`src/rtl/cdp_req_latch_if.sv`:
```
// Request-latch bus: request/mask/clear inputs, indexed valid/ready output, status.
// Groups everything except clk/rst so producer and consumer share one bundle.
// master = stimulus/consumer side, slave = the latch itself.
interface cdp_req_latch_if #(
  parameter int N_REQ = 4,
  parameter int IDX_W = 2
);
  logic [N_REQ-1:0] req_in;
  logic [N_REQ-1:0] mask;
  logic             ovf_clr;
  logic             out_ready;
  logic [IDX_W-1:0] out_idx;
  logic             out_valid;
  logic [N_REQ-1:0] pending;
  logic [N_REQ-1:0] overflow;

  modport master (
    output req_in, mask, ovf_clr, out_ready,
    input  out_idx, out_valid, pending, overflow
  );

  modport slave (
    input  req_in, mask, ovf_clr, out_ready,
    output out_idx, out_valid, pending, overflow
  );
endinterface

```
`src/rtl/cdp_req_latch.sv`:
```
// Request capture stage: latches request edges/levels into a pending register and
// issues the highest-priority unmasked pending line as a registered index.
// Latency: capture edge k -> out_valid after edge k+1; one index per 2 cycles;
// the issued index is held (never retracted) until out_ready.
module cdp_req_latch #(
  parameter int N_REQ = 4,
  parameter int IDX_W = 2,
  parameter bit EDGE  = 1'b1
) (
  input  logic              clk,
  input  logic              rst,
  cdp_req_latch_if.slave    bus
);

  typedef enum logic {
    IDLE = 1'b0,
    HOLD = 1'b1
  } state_t;

  state_t           state_q, state_d;
  logic [N_REQ-1:0] req_q, req_d;
  logic [N_REQ-1:0] pending_q, pending_d;
  logic [N_REQ-1:0] overflow_q, overflow_d;
  logic [IDX_W-1:0] out_idx_q, out_idx_d;
  logic             out_valid_q, out_valid_d;

  logic [N_REQ-1:0] rise;
  logic [N_REQ-1:0] clr;
  logic [N_REQ-1:0] eligible;
  logic [IDX_W-1:0] win_code;
  logic             win_vld;
  logic             accept;

  // Request capture: req_q resets to 0 so a line held high through reset is one edge.
  always_comb begin
    req_d = bus.req_in;
    rise  = EDGE ? (bus.req_in & ~req_q) : bus.req_in;
  end

  // Priority select: ascending scan, so the highest eligible line wins; code = N_REQ-1-line.
  always_comb begin
    eligible = pending_q & ~bus.mask;
    win_vld  = |eligible;
    win_code = '0;
    for (int i = 0; i < N_REQ; i++) begin
      if (eligible[i]) begin
        win_code = IDX_W'(N_REQ - 1 - i);
      end
    end
  end

  // Handshake decode: one-hot clear of the line whose index is being accepted.
  always_comb begin
    accept = (state_q == HOLD) && bus.out_ready;
    clr    = '0;
    for (int i = 0; i < N_REQ; i++) begin
      if (accept && (out_idx_q == IDX_W'(N_REQ - 1 - i))) begin
        clr[i] = 1'b1;
      end
    end
  end

  // Pending/overflow update: a new rise beats the clear of the same line.
  always_comb begin
    pending_d  = (pending_q & ~clr) | rise;
    overflow_d = (bus.ovf_clr ? '0 : overflow_q) | (rise & pending_q & ~clr);
  end

  // FSM next state: IDLE issues when something is eligible, HOLD waits for ready.
  always_comb begin
    state_d = state_q;
    case (state_q)
      IDLE:    if (win_vld)       state_d = HOLD;
      HOLD:    if (bus.out_ready) state_d = IDLE;
      default: state_d = IDLE;
    endcase
  end

  // FSM outputs: load index on issue, freeze it in HOLD, drop valid on accept.
  always_comb begin
    out_idx_d   = out_idx_q;
    out_valid_d = out_valid_q;
    case (state_q)
      IDLE: begin
        if (win_vld) begin
          out_idx_d   = win_code;
          out_valid_d = 1'b1;
        end else begin
          out_valid_d = 1'b0;
        end
      end
      HOLD: begin
        if (bus.out_ready) begin
          out_valid_d = 1'b0;
        end
      end
      default: out_valid_d = 1'b0;
    endcase
  end

  // State register: everything clears asynchronously, in-flight requests are dropped.
  always_ff @(posedge clk or posedge rst) begin
    if (rst) begin
      state_q     <= IDLE;
      req_q       <= '0;
      pending_q   <= '0;
      overflow_q  <= '0;
      out_idx_q   <= '0;
      out_valid_q <= 1'b0;
    end else begin
      state_q     <= state_d;
      req_q       <= req_d;
      pending_q   <= pending_d;
      overflow_q  <= overflow_d;
      out_idx_q   <= out_idx_d;
      out_valid_q <= out_valid_d;
    end
  end

  assign bus.out_idx   = out_idx_q;
  assign bus.out_valid = out_valid_q;
  assign bus.pending   = pending_q;
  assign bus.overflow  = overflow_q;

endmodule

```
`src/flat_wrapper.sv`:
```
// flat-port wrapper written by rule: the top's interface ports become plain ports
module cdp_req_latch_flat 
#(
  parameter int N_REQ = 4,
  parameter int IDX_W = 2,
  parameter bit EDGE  = 1'b1
)
  (clk, rst, bus_req_in, bus_mask, bus_ovf_clr, bus_out_ready, bus_out_idx, bus_out_valid, bus_pending, bus_overflow);
  cdp_req_latch_if #(.N_REQ(N_REQ), .IDX_W(IDX_W)) bus_i ();
  input  logic clk;
  input  logic rst;
  input wire logic [$bits(bus_i.req_in)-1:0] bus_req_in;
  input wire logic [$bits(bus_i.mask)-1:0] bus_mask;
  input wire logic [$bits(bus_i.ovf_clr)-1:0] bus_ovf_clr;
  input wire logic [$bits(bus_i.out_ready)-1:0] bus_out_ready;
  output wire logic [$bits(bus_i.out_idx)-1:0] bus_out_idx;
  output wire logic [$bits(bus_i.out_valid)-1:0] bus_out_valid;
  output wire logic [$bits(bus_i.pending)-1:0] bus_pending;
  output wire logic [$bits(bus_i.overflow)-1:0] bus_overflow;
  assign bus_i.req_in = bus_req_in;
  assign bus_i.mask = bus_mask;
  assign bus_i.ovf_clr = bus_ovf_clr;
  assign bus_i.out_ready = bus_out_ready;
  assign bus_out_idx = bus_i.out_idx;
  assign bus_out_valid = bus_i.out_valid;
  assign bus_pending = bus_i.pending;
  assign bus_overflow = bus_i.overflow;
  cdp_req_latch #(.N_REQ(N_REQ), .IDX_W(IDX_W), .EDGE(EDGE)) u_core (.clk(clk), .rst(rst), .bus(bus_i));
endmodule
```
`config.mk`:
```
export PLATFORM = sky130hd
export DESIGN_NAME = cdp_req_latch_flat
export DESIGN_NICKNAME = d
export VERILOG_FILES = /design/src/rtl/cdp_req_latch_if.sv /design/src/rtl/cdp_req_latch.sv /design/src/flat_wrapper.sv
export SDC_FILE = /design/constraint.sdc
export NUM_CORES = 1
export LEC_CHECK = 0
export CAP_MARGIN = 5
export CORE_MARGIN = 4
export CORE_UTILIZATION = 40
export CTS_BUF_LIST = sky130_fd_sc_hd__clkbuf_4
export DETAILED_ROUTE_END_ITERATION = 8
export GPL_TIMING_DRIVEN = 0
export HOLD_SLACK_MARGIN = 0.02
export PLACE_DENSITY = 0.71
export SETUP_SLACK_MARGIN = 0.3
export SYNTH_ARGS = -nofsm -noshare
export SYNTH_HDL_FRONTEND = slang
export SYNTH_SLANG_ARGS = --single-unit
```
`constraint.sdc`:
```
create_clock -name clk -period 1.3 [get_ports clk]
set_input_delay 0.13 -clock clk [delete_from_list [all_inputs] [get_ports clk]]
set_output_delay 0.13 -clock clk [all_outputs]
set_load 0.01 [all_outputs]
```
# After elaboration in Yosys (flattened, before gate mapping)
# Index checks and enable logic that the tools add are counted.
# Widths: inputs -> output; s select.
dict set report word_totals {
  out_inout_bits 11
  regBits 16
  inputBits 12
  wordCells 43
}
dict set report op_classes {
  mux 14
  bitwise 11
  n_reduce_logical 8
  eq_ne 4
}
# operator count
set op_table {}
lappend op_table {{$and 4x4->4} 5}
lappend op_table {{$not 4->4} 3}
lappend op_table {{$mux 2} 4}
lappend op_table {{$or 4x4->4} 2}
lappend op_table {{$mux 1} 7}
lappend op_table {{$logic_and 1x1->1} 5}
lappend op_table {{$eq 2x2->1 const B} 2}
lappend op_table {{$mux 4} 1}
lappend op_table {{$pmux 1 s2} 2}
lappend op_table {{$reduce_or 4->1} 1}
lappend op_table {{$eq 2x1->1 const B} 1}
lappend op_table {{$logic_not 2->1} 1}
lappend op_table {{$ne 2x2->1 const B} 1}
lappend op_table {{$reduce_and 2->1} 1}
lappend op_table {{$not 1->1} 1}

# Longest topological paths before layout
dict set report depth {
  depth_word 6
  depth_mapped 4
  ltp_nobuf 3
}

# Worst setup path before layout
# No wires, ideal clock.
dict set report synth_path {
  path_type {register to register}
  startpoint {register u_core.pending_q[3], in the netlist u_core.bus.pending[3]}
  endpoint {register u_core.out_valid_q, in the netlist u_core.bus.out_valid}
  t_required_ns 1.180
  arrival_ns 0.854
  stages_incl_launch_ff 4
  setup_ns 0.120
  n_path_buf 0
  period_less_slack_ns 0.973
  path_slack_ns 0.327
  path_cell_list {dfrtp_1 -> nand2b_1 -> a41oi_1 -> a31o_1}
}
dict set report synth_between {
  elab_chain_cells 4
}
# item line_no
set synth_rtl {}
lappend synth_rtl {{start, declared} cdp_req_latch.sv:22} ;# logic [N_REQ-1:0] pending_q, pending_d;
lappend synth_rtl {{start signal, assigned} cdp_req_latch.sv:113} ;# pending_q <= pending_d;
lappend synth_rtl {{$and 4x4->4} cdp_req_latch.sv:42} ;# eligible = pending_q & ~bus.mask;
lappend synth_rtl {{$reduce_or 4->1} cdp_req_latch.sv:43} ;# win_vld = |eligible;
lappend synth_rtl {{$mux 1} cdp_req_latch.sv:85} ;# if (win_vld) begin
lappend synth_rtl {{$pmux 1 s2} cdp_req_latch.sv:83} ;# case (state_q)
lappend synth_rtl {{end signal, assigned} cdp_req_latch.sv:116} ;# out_valid_q <= out_valid_d;
lappend synth_rtl {{end, declared} cdp_req_latch.sv:25} ;# logic out_valid_q, out_valid_d;
# Every way passes these cells.
# A chain may end at the register's enable or synchronous reset.

# Worst setup path in the final report
dict set report layout_path {
  startpoint {register u_core.pending_q[1], in the netlist u_core.bus.pending[1]}
  endpoint {register u_core.out_valid_q, in the netlist u_core.bus.out_valid}
}
# Same word-level chain as after synthesis.

==> impl_metrics.json <==
{
  "status": "completed",
  "drive_gt1_share_pct": 47.25,
  "ctsHoldBuffers": 0,
  "max_freq_mhz": 956.4,
  "pwr-share-comb_pct": 54.0,
  "remaining_drc_errors": 0,
  "vias_per_cell": 5.121,
  "antenna_found_initial": 0,
  "layout_commonest_cell": "dfrtp_1",
  "drt_iter0_drc": 10,
  "grt_pass1_wl_um": 2415,
  "fin_cells": 107,
  "initial_core_util_pct": 42.45,
  "powerDensity_nw_per_um2": 2188,
  "grt_pass1_vias": 540,
  "dieArea_sq_um": 2325,
  "firstDrtPassIters": 4,
  "cts_tree": "yes",
  "die_y_um": 48.22,
  "htree_levels": 1,
  "p_sw_share_pct": 37.44,
  "synth-main-ff-cell": "dfrtp_1",
  "ys_types": 19,
  "r2r_slack_ps": 250,
  "setup_total_negative_slack_ps": 0,
  "critical_path_class": "reg2reg",
  "path_max_fanout": 3,
  "gp_congestion": 0.7882,
  "netlist_instances": 56,
  "fin_nets": 104,
  "n_antenna_cell": 0,
  "grt-ovfl-total": 0,
  "dp_hpwl_um": 1004,
  "wire_per_inst_um": 13.83,
  "cts_sinks": 16,
  "final_cell_mix": "14 x dfrtp_1, 11 x clkdlybuf4s50_1, 9 x buf_2",
  "p_int_uw": 1420,
  "root_buffer": "clkbuf_4",
  "worst-r2r-cell-count": 4,
  "synth_edf_count": 0,
  "synth_top_cell_area_share_pct": 61.90,
  "die_x_um": 48.22,
  "worstMarginPinSlew_ps": 595.3,
  "area_growth_pct": 60.35,
  "grt_usage_pct": 15.48,
  "synthesis.nets": 68,
  "synth_area_per_cell_sq_um": 11.55,
  "p_seq_share_pct": 34.3,
  "drt-total-wl_um": 1480,
  "final.period_utilization_pct": 80.43,
  "start_kind": "flip-flop",
  "grt_max_degree": 17,
  "clock_tree.buffer_depth": 2,
  "num_rows": 14,
  "rsz0062_at_grt": "yes",
  "maxCapViolCount": 0,
  "dp_cells": 94,
  "finalSetupViolCount": 0,
  "p_clk_share_pct": 11.8,
  "yosys_warnings": 0,
  "hold_violations": 0,
  "p_total_uw": 2269,
  "synth_area_sq_um": 646.9,
  "ys_async_sr_fraction_pct": 100.0,
  "final_antenna_net_count": 0,
  "ir_worst_vdd_uv": 1195,
  "clkSlewWorstSetupHoldPaths_ps": 100,
  "hp-class": "in2async",
  "num_vias": 548,
  "power_switching_uw": 849.5,
  "final.min_clock_period_ps": 1046,
  "nFillCells": 133,
  "crit_arrival_ps": 1220,
  "cts_buffers": 3,
  "port_buffers": 22,
  "ios": 23,
  "synthTopCellsByArea": "dfrtp_1 62%, nand2b_1 7.7%, o22ai_1 3.9%, o31ai_2 3.9%, inv_1 3.5%",
  "worstSkewPairLatency_ps": 290,
  "ys_ff_latch": 16,
  "end_kind": "flip-flop",
  "coreArea_sq_um": 1524,
  "cp.required_ps": 1480,
  "slew_headroom_pct": 60.27,
  "r2r-start": "u_core.bus.pending[1]",
  "synth_top_area_cell": "dfrtp_1",
  "rr_endpoint": "u_core.bus.out_valid",
  "fin_skew_ps": 13.65,
  "slew_violations": 0,
  "yosysSeqAreaShare_pct": 61.90,
  "leakage_uw": 0.0004701
}
==> registers in the layout, indices dropped and copies added (netlist names) <==
signal,cells
u_core.bus.out_idx,2
u_core.bus.out_valid,1
u_core.bus.overflow,4
u_core.bus.pending,4
u_core.req_q,4
u_core.state_q,1
==> synthesized netlist by cell type (2+ instances only) <==
| cell | number |
|---|---|
| nand2_1 | 4 |
| inv_1 | 6 |
| o22ai_1 | 4 |
| o31ai_2 | 2 |
| nand2b_1 | 8 |
| o21ai_1 | 2 |
| a21oi_1 | 2 |
| dfrtp_1 | 16 |
| inv_2 | 2 |
==> worst max path at each step <==
stage,start,cells past startpoint,endpoint
6_report,u_core.bus.pending[1],4,u_core.bus.out_valid
5_1_grt,u_core.bus.out_idx[0],3,u_core.bus.overflow[1]
4_1_cts,u_core.bus.out_idx[0],1,bus_out_idx[0]
3_5_place_dp,bus_mask[2],4,u_core.bus.out_valid
3_3_place_gp,bus_out_ready,4,u_core.bus.overflow[3]
2_1_floorplan,u_core.bus.pending[3],3,u_core.bus.out_valid
==> area by class of cell <==
cell class,instances,area (sq um),area share [%]
inverter,8,30.03,2.895
tap,16,20.02,1.930
clock inverter,1,3.754,0.3619
clock buffer,3,22.52,2.171
buffer,1,11.26,1.086
multi-input combinational,31,292.8,28.23
timing repair buffer,31,254.0,24.49
sequential,16,402.9,38.84
==> per-stage QoR <==
stage | cell area [sq um] | utilization, % | setup slack (ps) | hold WS, ps
6_report | 1037 | 68.06 | 254.4 | 197.7
5_1_grt | 1037 | 68.06 | 225.2 | 259.8
4_1_cts | 983.4 | 64.53 | 234.8 | 221.6
3_5_place_dp | 887.1 | 58.21 | 65.13 | 505.9
3_3_place_gp | 887.1 | 58.21 | 81.65 | 495.4
2_1_floorplan | 646.9 | - | 326.8 | 43.74
==> per-layer routing <==
| layer | track usage (%) | wire [um] |
|---|---|---|
| met3 | 2.214 | 117 |
| met5 | 0 | 0 |
| met4 | 8.065 | 31 |
| met2 | 26.30 | 741 |
| met1 | 18.84 | 589 |
==> what timing repair did <==
| item | in CTS | in global routing |
|---|---|---|
| setup buffers | 7 | 2 |
| resized for setup | 56 | 9 |
| pin swaps | 6 | 5 |
| setup endpoints to repair | 20 | 18 |
==> worst max-delay path, cell delays in order, from the launching register on <==
cell	delay, ps
dfrtp_1	410
buf_6	130
nand2b_4	80
a41oi_2	110
a31o_1	200
==> power groups by stage <==
stage                     Combinational (uW)  Sequential [uW]  Clock, uW
after floorplan                          383              853          0
after global placement                   817              810          0
after detailed placement                 834              815          0
after CTS                               1090              765        275
after global routing                    1310              805        303
final                                   1220              777        267
==> kinds of logic after synthesis <==
| kind of cell | count (synthesis) | share of synthesized area, % |
|---|---|---|
| AO/OA/AOI/OAI | 16 | 19.92 |
| AND/OR/NAND/NOR | 15 | 12.38 |
| flip-flops | 16 | 61.89 |
| buffers and inverters | 9 | 5.803 |
No activity file was read; power rests on OpenSTA's default activity.
